`config.mk`:
```
export PLATFORM = sky130hd
export DESIGN_NAME = fxp_div3_seq
export DESIGN_NICKNAME = d
export VERILOG_FILES = /design/src/rtl/fxp_div3_seq.sv
export SDC_FILE = /design/constraint.sdc
export NUM_CORES = 1
export LEC_CHECK = 0
export CORE_ASPECT_RATIO = 1.1
export CORE_UTILIZATION = 45
export CTS_CLUSTER_DIAMETER = 120
export DETAILED_ROUTE_END_ITERATION = 10
export PLACE_DENSITY = 0.68
export SLEW_MARGIN = 0
export SYNTH_ARGS = -nofsm -noshare
export SYNTH_HDL_FRONTEND = slang
export SYNTH_SLANG_ARGS = --single-unit
```
`constraint.sdc`:
```
create_clock -name CLOCK_50 -period 3.2 [get_ports CLOCK_50]
set_input_delay 0.64 -clock CLOCK_50 [delete_from_list [all_inputs] [get_ports CLOCK_50]]
set_output_delay 0.64 -clock CLOCK_50 [all_outputs]
set_load 0.005 [all_outputs]
```
`src/rtl/fxp_div3_seq.sv`:
```
// Sequential signed Q2.6 divide-by-3: restoring divider on |din|, one quotient bit
// per cycle, then sign fix-up. Results are registered and flagged by a done pulse.
module fxp_div3_seq #(
  parameter int WIDTH = 8,
  parameter int FRAC  = 6
) (
  input  logic             CLOCK_50,
  input  logic             reset,
  input  logic             start,
  input  logic [WIDTH-1:0] din,
  output logic             busy,
  output logic             done,
  output logic [WIDTH-1:0] quot,
  output logic [1:0]       rem,
  output logic [1:0]       dbg_state
);

  // Handshake: start is a request that is taken only on an edge where the unit is
  // idle (busy = 0); din is captured on that same edge. done pulses for one cycle
  // when quot/rem are updated; requests while busy are dropped, never queued.

  // The divisor is an integer, so FRAC only needs to leave a sign bit in the word.
  localparam int STEPS = (FRAC < WIDTH) ? WIDTH : 0;
  localparam int CNT_W = $clog2(WIDTH);

  typedef enum logic [1:0] {
    S_IDLE = 2'd0,
    S_DIV  = 2'd1,
    S_FIX  = 2'd2
  } state_t;

  state_t           state;
  logic             neg;
  logic [WIDTH-1:0] mag;
  logic [WIDTH-1:0] q_acc;
  logic [2:0]       part;
  logic [CNT_W-1:0] cnt;

  logic [2:0] shifted;
  logic       q_bit;
  logic [2:0] part_next;

  assign dbg_state = state;

  always_comb begin
    shifted   = {part[1:0], mag[cnt]};
    q_bit     = (shifted >= 3'd3);
    part_next = q_bit ? (shifted - 3'd3) : shifted;
  end

  always_ff @(posedge CLOCK_50) begin
    if (reset) begin
      state <= S_IDLE;
      neg   <= 1'b0;
      mag   <= '0;
      q_acc <= '0;
      part  <= '0;
      cnt   <= '0;
      busy  <= 1'b0;
      done  <= 1'b0;
      quot  <= '0;
      rem   <= '0;
    end else begin
      done <= 1'b0;
      case (state)
        S_IDLE: begin
          if (start) begin
            neg   <= din[WIDTH-1];
            // Two's-complement negate; the most negative code maps to its own
            // unsigned magnitude, which is exactly what the divider needs.
            mag   <= din[WIDTH-1] ? (~din + 1'b1) : din;
            q_acc <= '0;
            part  <= '0;
            cnt   <= CNT_W'(STEPS - 1);
            busy  <= 1'b1;
            state <= S_DIV;
          end
        end
        S_DIV: begin
          part  <= part_next;
          q_acc <= {q_acc[WIDTH-2:0], q_bit};
          cnt   <= cnt - 1'b1;
          if (cnt == '0) begin
            state <= S_FIX;
          end
        end
        S_FIX: begin
          quot  <= neg ? (~q_acc + 1'b1) : q_acc;
          rem   <= part[1:0];
          done  <= 1'b1;
          busy  <= 1'b0;
          state <= S_IDLE;
        end
        default: begin
          state <= S_IDLE;
          busy  <= 1'b0;
        end
      endcase
    end
  end

endmodule

```
# After elaboration in Yosys (flattened, before gate mapping)
# Cells that the tools add are included.
[op_classes] addsub=4 n_lt_le_gt_ge=2 n_eq_ne=4 mux=17 bitwise=3 n_reduce_logical=7
[op_table] op="two-way mux 8 bit" count=3
[op_table] op="adder 8 x 1 -> 8 bit, second input constant" count=2
[op_table] op="NOT 8 bit" count=2
[op_table] op="case mux 8 bit (2 select lines)" count=1
[op_table] op="two-way mux 2 bit" count=4
[op_table] op="case mux 2 bit (2 select lines)" count=2
[op_table] op="AND reduction 2 bit" count=4
[op_table] op="case mux 3 bit (2 select lines)" count=1
[op_table] op="< comparator 3 x 4 -> 1 bit, second input constant" count=1
[op_table] op="inequality test 2 bit, second input constant" count=2
[op_table] op="binary-select mux 1 bit (select 3 bit)" count=1
[op_table] op="greater-or-equal comparator 3 x 2 -> 1 bit, second input constant" count=1
[op_table] op="logical NOT 3 bit" count=1
[op_table] op="two-way mux 1 bit" count=3
[op_table] op="two-way mux 3 bit" count=1
[op_table] op="subtractor 3 x 1 -> 3 bit, second input constant" count=1
[op_table] op="== test 2 x 1 -> 1 bit, second input constant" count=1
[op_table] op="== test 2 bit, second input constant" count=1
[op_table] op="logical NOT 2 bit" count=1
[op_table] op="case mux 1 bit (2 select lines)" count=1
[op_table] op="nonzero test 2 bit" count=1
[op_table] op="subtractor 2 bit, second input constant" count=1
[op_table] op="NOT 1 bit" count=1
[totals] regBits=36 in_bits=11

# Depth between registers and ports, before layout
# Gate-level depths: netlist of the first run.
[logic_depth] ltp_word=5 ltp_mapped=8

# Worst setup path before layout of the first run
# No wires, ideal clock.
[synth_path] path_type="register to register" startpoint="register cnt[0]" endpoint="register part[1]" setup_time_ns=0.088 arrival_ns=1.895 required_ns=3.112 setup_slack_ns=1.217 path_stages_with_launch=8 path_buffers=0 synth_period_minus_slack_ns=1.983 cell_sequence="dfxtp_1 > mux4_1 > mux2i_4 > inv_2 > ha_1 > nor2_1 > a221oi_1 > nor4_2"
[synth_via] elab_chain_cells=5 word_cells_on_any_way=6 classes_between="add/sub: 1; order compare: 1; mux: 4"
[synth_rtl] item="from (decl)" line="37" rtl="logic [CNT_W-1:0] cnt;"
[synth_rtl] item="from (signal assigned)" line="74" rtl="cnt <= CNT_W'(STEPS - 1);"
[synth_rtl] item="from (signal assigned)" line="82" rtl="cnt <= cnt - 1'b1;"
[synth_rtl] item="binary-select mux 1 bit (select 3 bit) (*)" line="46" rtl="shifted = {part[1:0], mag[cnt]};"
[synth_rtl] item="two-way mux 1 bit (not written as such) (*)" line="46"
[synth_rtl] item="greater-or-equal comparator 3 x 2 -> 1 bit / subtractor 2 bit (equally long branches)" line="47, 48"
[synth_rtl] item="two-way mux 2 bit (*)" line="48" rtl="part_next = q_bit ? (shifted - 3'd3) : shifted;"
[synth_rtl] item="case mux 2 bit (2 select lines) (*)" line="65" rtl="case (state)"
[synth_rtl] item="to (signal assigned)" line="80" rtl="part <= part_next;"
[synth_rtl] item="to (decl)" line="36" rtl="logic [2:0] part;"
# Mark *: on every way between the ends. The rest lies on a longest branch, timed or not. The select of a mux whose other input is x is not followed.
# A chain may end at the register's enable or synchronous reset.

# Worst setup path after layout of the first run
# Ends and elaborated chain as after synthesis.

==> results.py, run 1 <==
metrics = {
    "outcome": {
        "outcome": "completed",
    },
    "setup_path": {
        "worstSetupStartpointType": "register",
        "crit_chain": "mux4_1 -> mux2i_4 -> inv_2 -> ha_1 -> nor2_1 -> a221oi_1 -> nor4_2",
        "r2r-start": "cnt[0]$_SDFFE_PP0P_",
        "max_stage_delay_ps": 630,
        "path_class": "reg2reg",
        "cp_max_fo": 5,
        "critPathRequiredTime_ps": 3450,
        "cp.depth": 7,
        "cp_slowest_cell": "mux4_1",
        "rr_worst_depth": 7,
        "arrival_ps": 2440,
        "cp_top_family": "multiplexers",
        "worstReg2RegEnd": "part[1]$_SDFFE_PP0P_",
        "r2r_setup_slack_ps": 1010,
        "end_kind": "register",
        "cp-endpoint": "part[1]$_SDFFE_PP0P_",
        "crit_start": "cnt[0]$_SDFFE_PP0P_",
        "critPathBufInv": 1,
    },
    "drt": {
        "drt-vias-per-instance": 5.30,
        "via_count": 1319,
        "drtAntennaViolNets": 0,
        "drt-total-wl_um": 2960,
        "drtPass1Iterations": 4,
        "wl_per_cell_um": 11.9,
        "first_iter_violations": 45,
        "drcViolationCount": 0,
    },
    "clock_tree": {
        "cts.sinks": 36,
        "cts_root_buf": "clkbuf_4",
        "clk_path_buf_depth": 2,
        "htree_levels": 2,
        "cts_tree": "done",
        "hold_buffers": 0,
        "clk_pin_slew_ps": 100,
        "clock_latency_ps": 330,
        "cts_resized": 0,
        "numCtsBuffers": 5,
        "post_cts_buffers": 0,
    },
    "yosys": {
        "yosys.area.top_type": "dfxtp_1",
        "synth_top_area_share_pct": 42.9,
        "mappedNetlistNets": 192,
        "ys_seq_area_share_pct": 42.9,
        "synth_seq_cells": 36,
        "syn-cell-area_sq_um": 1680,
        "synth_area_per_cell_sq_um": 9.55,
        "synthTopCellsByArea": "dfxtp_1, a211oi_1, nor2_1",
        "ys_types": 37,
        "ys.warnings.count": 0,
        "synth_cells": 176,
    },
    "layout": {
        "synthToLayoutAreaGrowth_pct": 18.8,
        "utilization_pct": 58.0,
        "diodes": 0,
        "layout_common_cells": "dfxtp_1, nor2_1, clkdlybuf4s50_1, a211oi_1",
        "drive_gt1_share_pct": 7.46,
        "nets": 216,
        "mostFrequentLayoutCell": "dfxtp_1",
    },
    "power_and_ir_drop": {
        "clockPowerShare_pct": 27.9,
        "pwr-share-seq_pct": 55.4,
        "ir_worst_vdd_uv": 247,
        "p_leak_nw": 0.749,
        "power_density_nw_per_um2": 444,
        "p_comb_share_pct": 16.6,
        "intPower_mw": 0.653,
        "switching_power_mw": 0.233,
        "total_power_mw": 0.886,
        "swShare_pct": 26.3,
    },
    "sta": {
        "max_freq_ghz": 0.457,
        "tns_ps": 0,
        "finalCritPeriodShare_pct": 68.4,
        "slew_viol_final": 0,
        "final.min_clock_period_ps": 2190,
        "slew_headroom_pct": 37.0,
        "tightest_slew_ps": 942,
        "setup_viol": 0,
        "hold_viol": 0,
        "rsz0062_at_grt": "false",
        "fin_skew_ps": 9.85,
    },
    "floorplan": {
        "start_util_pct": 48.9,
        "die_h_um": 66.1,
        "fp.dieW_um": 60.3,
        "row_count": 22,
        "core_sq_um": 3440,
        "ios": 25,
        "fp.dieArea_sq_um": 3990,
    },
    "global_routing": {
        "track_usage_pct": 17.3,
        "antenna_found_initial": 0,
        "grt_max_degree": 26,
        "grt_overflow": 0,
        "grt_pass1_vias": 1206,
        "grt_pass1_wl_um": 5160,
    },
    "hold_path": {
        "min_path_type": "reg2reg",
    },
    "place": {
        "io_buffers": 24,
        "dp_hpwl_um": 2200,
        "routabilityCongestion": 0.775,
    },
    "job": {
        "drv_cap": 0,
    },
}
-- logic make-up after synthesis --
kind of cell    Yosys count  share of synthesized area (%)
mux                       8                           7.44
simple gates             53                           15.3
flops                    36                           42.9
xor+xnor                 11                           5.73
fa+ha+maj                 5                           3.72
compound gates           44                           19.0
buf+inv                  19                           5.95
-- synthesized netlist by cell type --
cell,count
a211oi_1,14
a21oi_1,6
a221oi_1,3
a22o_1,9
a311oi_1,1
and3_1,1
buf_12,1
buf_2,1
buf_6,1
clkbuf_1,6
clkinvlp_4,1
dfxtp_1,36
ha_1,5
inv_1,7
inv_2,2
mux2i_1,5
mux2i_4,1
mux4_1,2
nand2_1,9
nand2b_1,1
nand2b_4,1
nand3_1,1
nand4_1,1
nor2_1,28
nor2b_1,4
nor4_1,1
nor4_2,1
o21ai_0,1
o21ai_1,5
o21ai_2,1
o31ai_1,2
o41ai_1,2
or2_1,2
or3_1,1
or3b_1,2
xnor2_1,2
xor2_1,9
-- power groups by stage --
stage | logic (mW) | registers, mW | clock network, mW
finish | 0.147 | 0.491 | 0.248
global route | 0.164 | 0.495 | 0.279
CTS | 0.148 | 0.492 | 0.258
detailed placement | 0.148 | 0.502 | 0
global placement | 0.142 | 0.501 | 0
floorplan | 0.108 | 0.494 | 0
-- worst min path at each step --
stage          cells after the start                    to  slack (ps)                  from
2_1_floorplan                      2   mag[7]$_SDFFE_PP0P_         440   mag[7]$_SDFFE_PP0P_
3_3_place_gp                       2   rem[0]$_SDFFE_PP0P_         440   rem[0]$_SDFFE_PP0P_
3_5_place_dp                       2  quot[0]$_SDFFE_PP0P_         450  quot[0]$_SDFFE_PP0P_
4_1_cts                            2  quot[0]$_SDFFE_PP0P_         460  quot[0]$_SDFFE_PP0P_
5_1_grt                            2  quot[0]$_SDFFE_PP0P_         500  quot[0]$_SDFFE_PP0P_
6_report                           2  quot[0]$_SDFFE_PP0P_         460  quot[0]$_SDFFE_PP0P_
-- tightest hold or removal path: cells and delay by family (launching register included) --
family           cells  cell delay, ps
AO/OA/AOI/OAI        1              50
flip-flops           1             320
AND/OR/NAND/NOR      1              50
-- final cells by class --
| class | count | area [sq um] |
|---|---|---|
| Inverter | 10 | 41.3 |
| Fill cell | 332 | 1440 |
| Multi-Input combinational cell | 121 | 861 |
| Sequential cell | 36 | 721 |
| Timing Repair Buffer | 26 | 255 |
| Tap cell | 48 | 60.1 |
| Clock buffer | 8 | 58.8 |
-- stage by stage --
step / cells / hold slack, ps / area, sq um / setup WS [ps]
6_report: 249 / 458 / 2000 / 1010
2_1_floorplan: 176 / 445 / 1680 / 1220
5_1_grt: 249 / 496 / 2000 / 857
3_5_place_dp: 241 / 448 / 1940 / 841
3_3_place_gp: 241 / 442 / 1940 / 917
4_1_cts: 249 / 463 / 2000 / 1030
-- per-layer routing --
metal / routed length (um) / part of all wire, % / global-route usage [%]
met5: 0 / 0 / 0
met4: 62 / 2.1 / 7.85
met3: 141 / 4.8 / 4.89
met2: 1410 / 48 / 28.0
met1: 1350 / 45 / 20.7
-- sequential cells by signal (all words and copies together) (netlist names), 2 cells and up --
| register | count |
|---|---|
| part | 2 |
| q_acc | 8 |
| mag | 8 |
| quot | 8 |
| dbg_state | 2 |
| cnt | 3 |
| rem | 2 |
Power figures use the tool's default switching activity.
==> run 2: changes to the inputs <==
--- a/config.mk
+++ b/config.mk
@@ -9,7 +9,7 @@
 export CORE_UTILIZATION = 45
 export CTS_CLUSTER_DIAMETER = 120
 export DETAILED_ROUTE_END_ITERATION = 10
-export PLACE_DENSITY = 0.68
+export PLACE_DENSITY = 0.71
 export SLEW_MARGIN = 0
 export SYNTH_ARGS = -nofsm -noshare
 export SYNTH_HDL_FRONTEND = slang
==> constraint.sdc (replaced) <==
create_clock -name CLOCK_50 -period 1.8 [get_ports CLOCK_50]
set_input_delay 0.36 -clock CLOCK_50 [delete_from_list [all_inputs] [get_ports CLOCK_50]]
set_output_delay 0.36 -clock CLOCK_50 [all_outputs]
set_load 0.005 [all_outputs]
==> run 2 against run 1 <==
  * The run now ends with setup timing left
  * Die area stayed put
  * Critical path depth grew 1
  * Cell count is 4.8% higher
  * Critical path type unchanged
  * Critical endpoint is now part[0]$_SDFFE_PP0P_
  * Largest power group unchanged
==> results.py, run 2 (synthesis gave the netlist of run 1 again) <==
metrics = {
    "setup_path": {
        "cp_top_family": "multiplexers",
        "critPathBufInv": 1,
        "arrival_ps": 2120,
        "worstSetupStartpointType": "register",
        "end_kind": "register",
        "path_class": "reg2reg",
        "cp_slowest_cell": "mux4_2",
        "crit_chain": "mux4_2 -> mux2i_4 -> inv_2 -> ha_4 -> nor2_4 -> nand2_1 -> mux2i_1 -> a22o_1",
        "cp_max_fo": 4,
        "max_stage_delay_ps": 530,
        "critPathRequiredTime_ps": 2080,
    },
    "floorplan": {
        "start_util_pct": 48.9,
        "core_sq_um": 3440,
        "die_h_um": 66.1,
        "row_count": 22,
        "fp.dieW_um": 60.3,
        "ios": 25,
        "fp.dieArea_sq_um": 3990,
    },
    "clock_tree": {
        "clk_path_buf_depth": 2,
        "cts.sinks": 36,
        "clk_pin_slew_ps": 90,
        "hold_buffers": 0,
        "cts_tree": "done",
        "clock_latency_ps": 340,
        "numCtsBuffers": 5,
        "htree_levels": 2,
        "cts_root_buf": "clkbuf_4",
    },
    "power_and_ir_drop": {
        "ir_worst_vdd_uv": 393,
        "p_leak_nw": 0.804,
        "power_density_nw_per_um2": 781,
        "total_power_mw": 1.67,
    },
    "layout": {
        "diodes": 0,
        "mostFrequentLayoutCell": "dfxtp_1",
        "synthToLayoutAreaGrowth_pct": 27.0,
        "top_regs": "mag (8), q_acc (8), quot (8)",
        "layout_common_cells": "dfxtp_1, nor2_1, clkdlybuf4s50_1, buf_4, a211oi_1",
        "nets": 229,
        "drive_gt1_share_pct": 18.3,
    },
    "outcome": {
        "violations": "setup timing",
        "outcome": "complete, but fails checks",
    },
    "global_routing": {
        "antenna_found_initial": 0,
        "grt_pass1_wl_um": 5450,
        "grt_pass1_vias": 1337,
        "grt_max_degree": 27,
        "grt_overflow": 0,
        "track_usage_pct": 18.6,
    },
    "place": {
        "routabilityCongestion": 0.764,
        "post-place-ws_ps": -314,
        "dp_hpwl_um": 2450,
        "io_buffers": 24,
    },
    "hold_path": {
        "min_path_type": "reg2reg",
    },
    "sta": {
        "rsz0062_at_grt": "true",
        "tns_ps": -35.5,
        "setup_viol": 2,
        "setup_slack_ps": -33.1,
        "fin_skew_ps": 6.04,
        "tightest_slew_ps": 570,
        "slew_viol_final": 0,
        "finalCritPeriodShare_pct": 102,
        "max_freq_ghz": 0.546,
        "final.min_clock_period_ps": 1830,
        "hold_viol": 0,
        "slew_headroom_pct": 61.9,
    },
    "drt": {
        "wl_per_cell_um": 12.5,
        "drcViolationCount": 0,
        "drtAntennaViolNets": 0,
        "first_iter_violations": 32,
        "drtPass1Iterations": 4,
        "drt-vias-per-instance": 5.20,
        "drt-total-wl_um": 3260,
        "via_count": 1356,
    },
    "job": {
        "drv_cap": 0,
    },
}
==> run 2: cell count changes in the layout (fill, tap and decap cells not counted), moves of 2 or more <==
| cell | previous run | this run |
|---|---|---|
| o31ai_2 | 0 | 2 |
| o31ai_1 | 2 | 0 |
| buf_4 | 2 | 15 |
| mux4_2 | 0 | 2 |
| mux4_1 | 2 | 0 |
| dfxtp_1 | 36 | 33 |
| dfxtp_2 | 0 | 2 |
| clkbuf_1 | 2 | 0 |
==> run 2: per-layer routing <==
layer | track usage (%) | wire length [um] | up-vias
li1 | - | - | 701
met1 | 19.0 | 1400 | 615
met2 | 33.4 | 1660 | 34
met3 | 4.89 | 142 | 6
met4 | 9.88 | 59 | 0
met5 | 0 | 0 | -
==> run 2: area by class of cell <==
| cell class | count | area, sq um |
|---|---|---|
| fill | 289 | 1310 |
| clock buffer | 7 | 65.1 |
| timing repair buffer | 39 | 353 |
| sequential | 36 | 727 |
| inverter | 10 | 41.3 |
| multi-input combinational | 121 | 890 |
| tap | 48 | 60.1 |
==> run 2: worst min-delay path, delay by kind of cell (launching register included) <==
| kind | cells | cell delay (ps) |
|---|---|---|
| simple gates | 1 | 50 |
| compound gates | 1 | 50 |
| flops | 1 | 320 |
==> run 2: worst paths after layout <==
kind	start	endpoint	slack, ps	cells after the start
max	cnt[0]$_SDFFE_PP0P_	part[0]$_SDFFE_PP0P_	-30	8
min	rem[0]$_SDFFE_PP0P_	rem[0]$_SDFFE_PP0P_	460	2
min reg2reg	rem[0]$_SDFFE_PP0P_	rem[0]$_SDFFE_PP0P_	460	2
max reg2reg	cnt[0]$_SDFFE_PP0P_	part[0]$_SDFFE_PP0P_	-30	8
==> run 2: what timing repair did <==
item                       4_1_cts  5_1_grt
setup buffers                    1        2
pin swaps                        2        2
setup endpoints to repair        4        6
hold endpoints to repair         0        0
resized for setup                1        3
==> run 2: where the power goes <==
part / total (mW) / internal [mW] / switching, mW
registers: 0.879 / 0.838 / 0.0407
logic: 0.322 / 0.176 / 0.146
clock network: 0.467 / 0.221 / 0.246
==> run 2: through the flow <==
step / instance area (sq um) / hold WS [ps] / cells / utilization (%)
floorplan: 1700 / 447 / 176 / -
global placement: 2040 / 442 / 251 / 59.2
detailed placement: 2040 / 455 / 251 / 59.2
CTS: 2110 / 469 / 259 / 61.3
global route: 2140 / 496 / 261 / 62.1
finish: 2140 / 462 / 261 / 62.1
==> run 3: changes to the inputs <==
--- a/config.mk
+++ b/config.mk
@@ -10,7 +10,7 @@
 export CTS_CLUSTER_DIAMETER = 120
 export DETAILED_ROUTE_END_ITERATION = 10
 export PLACE_DENSITY = 0.71
-export SLEW_MARGIN = 0
+export SLEW_MARGIN = 40
 export SYNTH_ARGS = -nofsm -noshare
 export SYNTH_HDL_FRONTEND = slang
 export SYNTH_SLANG_ARGS = --single-unit
==> results of run 3 <==
Final layout, timing and power as in run 2 (identical DEF).
==> RTL edit, RTL diff (config.mk and constraints of run 2) <==
Add an input register stage for `start` and `din`, without a reset; this delays them by one clock. Comments in the files are not updated.
--- a/src/rtl/fxp_div3_seq.sv
+++ b/src/rtl/fxp_div3_seq.sv
@@ -28,6 +28,14 @@
     S_DIV  = 2'd1,
     S_FIX  = 2'd2
   } state_t;
+
+  logic start_q;
+  logic [WIDTH-1:0] din_q;
+
+  always_ff @(posedge CLOCK_50) begin
+    start_q <= start;
+    din_q   <= din;
+  end
 
   state_t           state;
   logic             neg;
@@ -64,11 +72,11 @@
       done <= 1'b0;
       case (state)
         S_IDLE: begin
-          if (start) begin
-            neg   <= din[WIDTH-1];
+          if (start_q) begin
+            neg   <= din_q[WIDTH-1];
             // Two's-complement negate; the most negative code maps to its own
             // unsigned magnitude, which is exactly what the divider needs.
-            mag   <= din[WIDTH-1] ? (~din + 1'b1) : din;
+            mag   <= din_q[WIDTH-1] ? (~din_q + 1'b1) : din_q;
             q_acc <= '0;
             part  <= '0;
             cnt   <= CNT_W'(STEPS - 1);
Behaviour: not the same (Yosys sat finds a counterexample within 4 cycles, from zero or initial values and one cycle with reset high).
==> RTL edit against run 2 <==
- the flow still finishes with violations (setup timing)
- sequential cell count up 9
- synthesized area up 9.3%
- clock skew up 0.0044 ns
- largest cell class is now sequential cells
- setup slack worse by 0.063 ns
- synthesized cell count up 4.5%
- wire length up 3.3%
- design area up 7.3%
- power up 20%
- combinational power down 7.5%
- highest routed layer unchanged
==> RTL edit: results (changes against run 2) <==
.. list-table::
   :header-rows: 1

   * - Metric
     - Value
   * - Worst setup path start
     - cnt[0]
   * - Finish-stage setup viols
     - 3 (+1)
   * - WL final
     - 3370 um (+3.3%)
   * - Via-per-instance ratio
     - 5.30 (+2.0%)
   * - Cell type of the slowest stage on the worst timing path
     - mux4_2
   * - Dominant cells by area after synthesis
     - dfxtp_1 (49%), a211oi_1 (5.7%), nor2_1 (5.5%), a22o_1 (4.3%), ha_1 (3.4%)
   * - Via count of the first global-routing pass
     - 1314 (-1.7%)
   * - Skew-Pair Late Insertion Delay
     - 0.29 ns (-0.05 ns)
   * - First-iteration detailed-routing DRC count
     - 49 (+53%)
   * - Worst voltage drop across the vdd grid
     - 0.587 mV (+50%)
   * - Setup skew after layout
     - 0.0104 ns (+0.00437 ns)
   * - Detail Placement HPWL
     - 2560 um (+4.4%)
   * - Run status
     - finished with violations
   * - Maximum level of the CTS H-tree
     - 2 (unchanged)
   * - Violated checks
     - setup timing
   * - CTS root buffer
     - clkbuf_8
   * - Worst-path clk slew
     - 0.08 ns
   * - Data arrival time of the critical path
     - 2.13 ns
   * - Initial DRT Pass Iterations
     - 4 (unchanged)
   * - I/O Buffers
     - 24 (unchanged)
   * - Unique masters post-synth
     - 35 (-5.4%)
   * - Post_cts resized
     - 0 (-1)
   * - List of most frequent post-synthesis cells
     - dfxtp_1 (45), nor2_1 (27), a211oi_1 (14)
   * - Dpl cell area
     - 2180 um2 (+7.3%)
   * - Async set-or-reset flop fraction in the synthesized netlist
     - 0 (unchanged)
   * - Final critical-path setup slack
     - -0.0962 ns (-0.0632 ns)
   * - Post-synthesis sequential area ratio
     - 0.490 (+0.0616)
   * - Type of the most critical hold path
     - reg2reg
   * - Cts bufs inserted
     - 5 (unchanged)
   * - Fraction of layout cells with a size suffix above 1
     - 0.134 (-0.0488)
   * - Post-synth net total
     - 200 (+4.2%)
   * - Maximum root-to-sink buffer count
     - 2 (unchanged)
   * - Transition time of the tightest slew-check pin
     - 0.682 ns (+0.113 ns)
   * - Wire length of the first global-routing pass
     - 5700 um (+4.5%)
   * - Startpoint of the worst-slack reg-to-reg timing path
     - cnt[0]
   * - Maximum number of pins on one net before global-route repair
     - 18 (-33%)
   * - Leakage power of the design
     - 0.872 nW (+8.6%)
   * - Global placement routability congestion
     - 0.817 (+7.0%)
   * - Worst Path Max Fanout
     - 4 (unchanged)
   * - Leading register cell type out of synthesis
     - dfxtp_1
   * - HP Start
     - rem[0]
   * - Initial antenna violation count
     - 0 (unchanged)
   * - Delay of the slowest cell on the worst path
     - 0.53 ns (about the same)
   * - Diode count
     - 0 (unchanged)
   * - Number of warnings reported in the yosys synthesis log
     - 0 (unchanged)
   * - Global-route usage over all layers
     - 0.168 (-0.0172)
   * - Final layout net count
     - 232 (+1.3%)
## RTL edit: report_power, final
part	switching (mW)	leakage, nW	total, mW	internal (mW)
combinational	0.139	0.458	0.298	0.160
sequential	0.0458	0.370	1.09	1.05
clock	0.301	0.0443	0.606	0.304
## RTL edit: final timing paths
check                 end  slack (ns)  cells after the start
setup reg to reg  part[0]        -0.1                      8
hold / removal     rem[0]        0.46                      2
hold reg to reg    rem[0]        0.46                      2
setup / recovery  part[0]        -0.1                      8
## RTL edit: cell type report
type,instances,area [um2]
flip-flops and latches,45,905
well taps,52,65.1
multi-input cells,120,883
clock buffers,7,86.3
fillers,355,1640
repair buffers,34,315
inverters,10,37.5
## RTL edit: metrics by stage
stage | setup WS [ns] | cells | setup TNS [ns]
after CTS | -0.0852 | 266 | -0.0852
after global placement | 0.0240 | 258 | 0
after floorplan | 0.00179 | 184 | 0
after global routing | -0.196 | 268 | -0.489
final | -0.0962 | 268 | -0.185
after detailed placement | -0.114 | 258 | -0.186
## RTL edit: repair_timing
action / in CTS / in global routing
pin swaps: 3 / 2
endpoints found under the setup margin: 3 / 3
setup buffers: 1 / 2
## RTL edit: kinds of logic after synthesis
kind of cell | share of synthesized area
simple gates | 0.131
compound gates | 0.184
flops | 0.490
buf+inv | 0.0395
xor+xnor | 0.0524
mux | 0.0681
fa+ha+maj | 0.0340
## RTL edit: routing by layer
layer  routed length (um)  GRT usage
met3                   86     0.0348
met4                   68     0.0853
met1                 1400      0.178
met5                    0          0
met2                 1810      0.308
## RTL edit: worst max-delay path, delay by kind of cell, from the launching register on
kind | cells | cell delay (ns)
compound gates | 1 | 0.17
simple gates | 2 | 0.20
flops | 1 | 0.37
mux | 3 | 0.87
fa+ha+maj | 1 | 0.17
buf+inv | 1 | 0.07
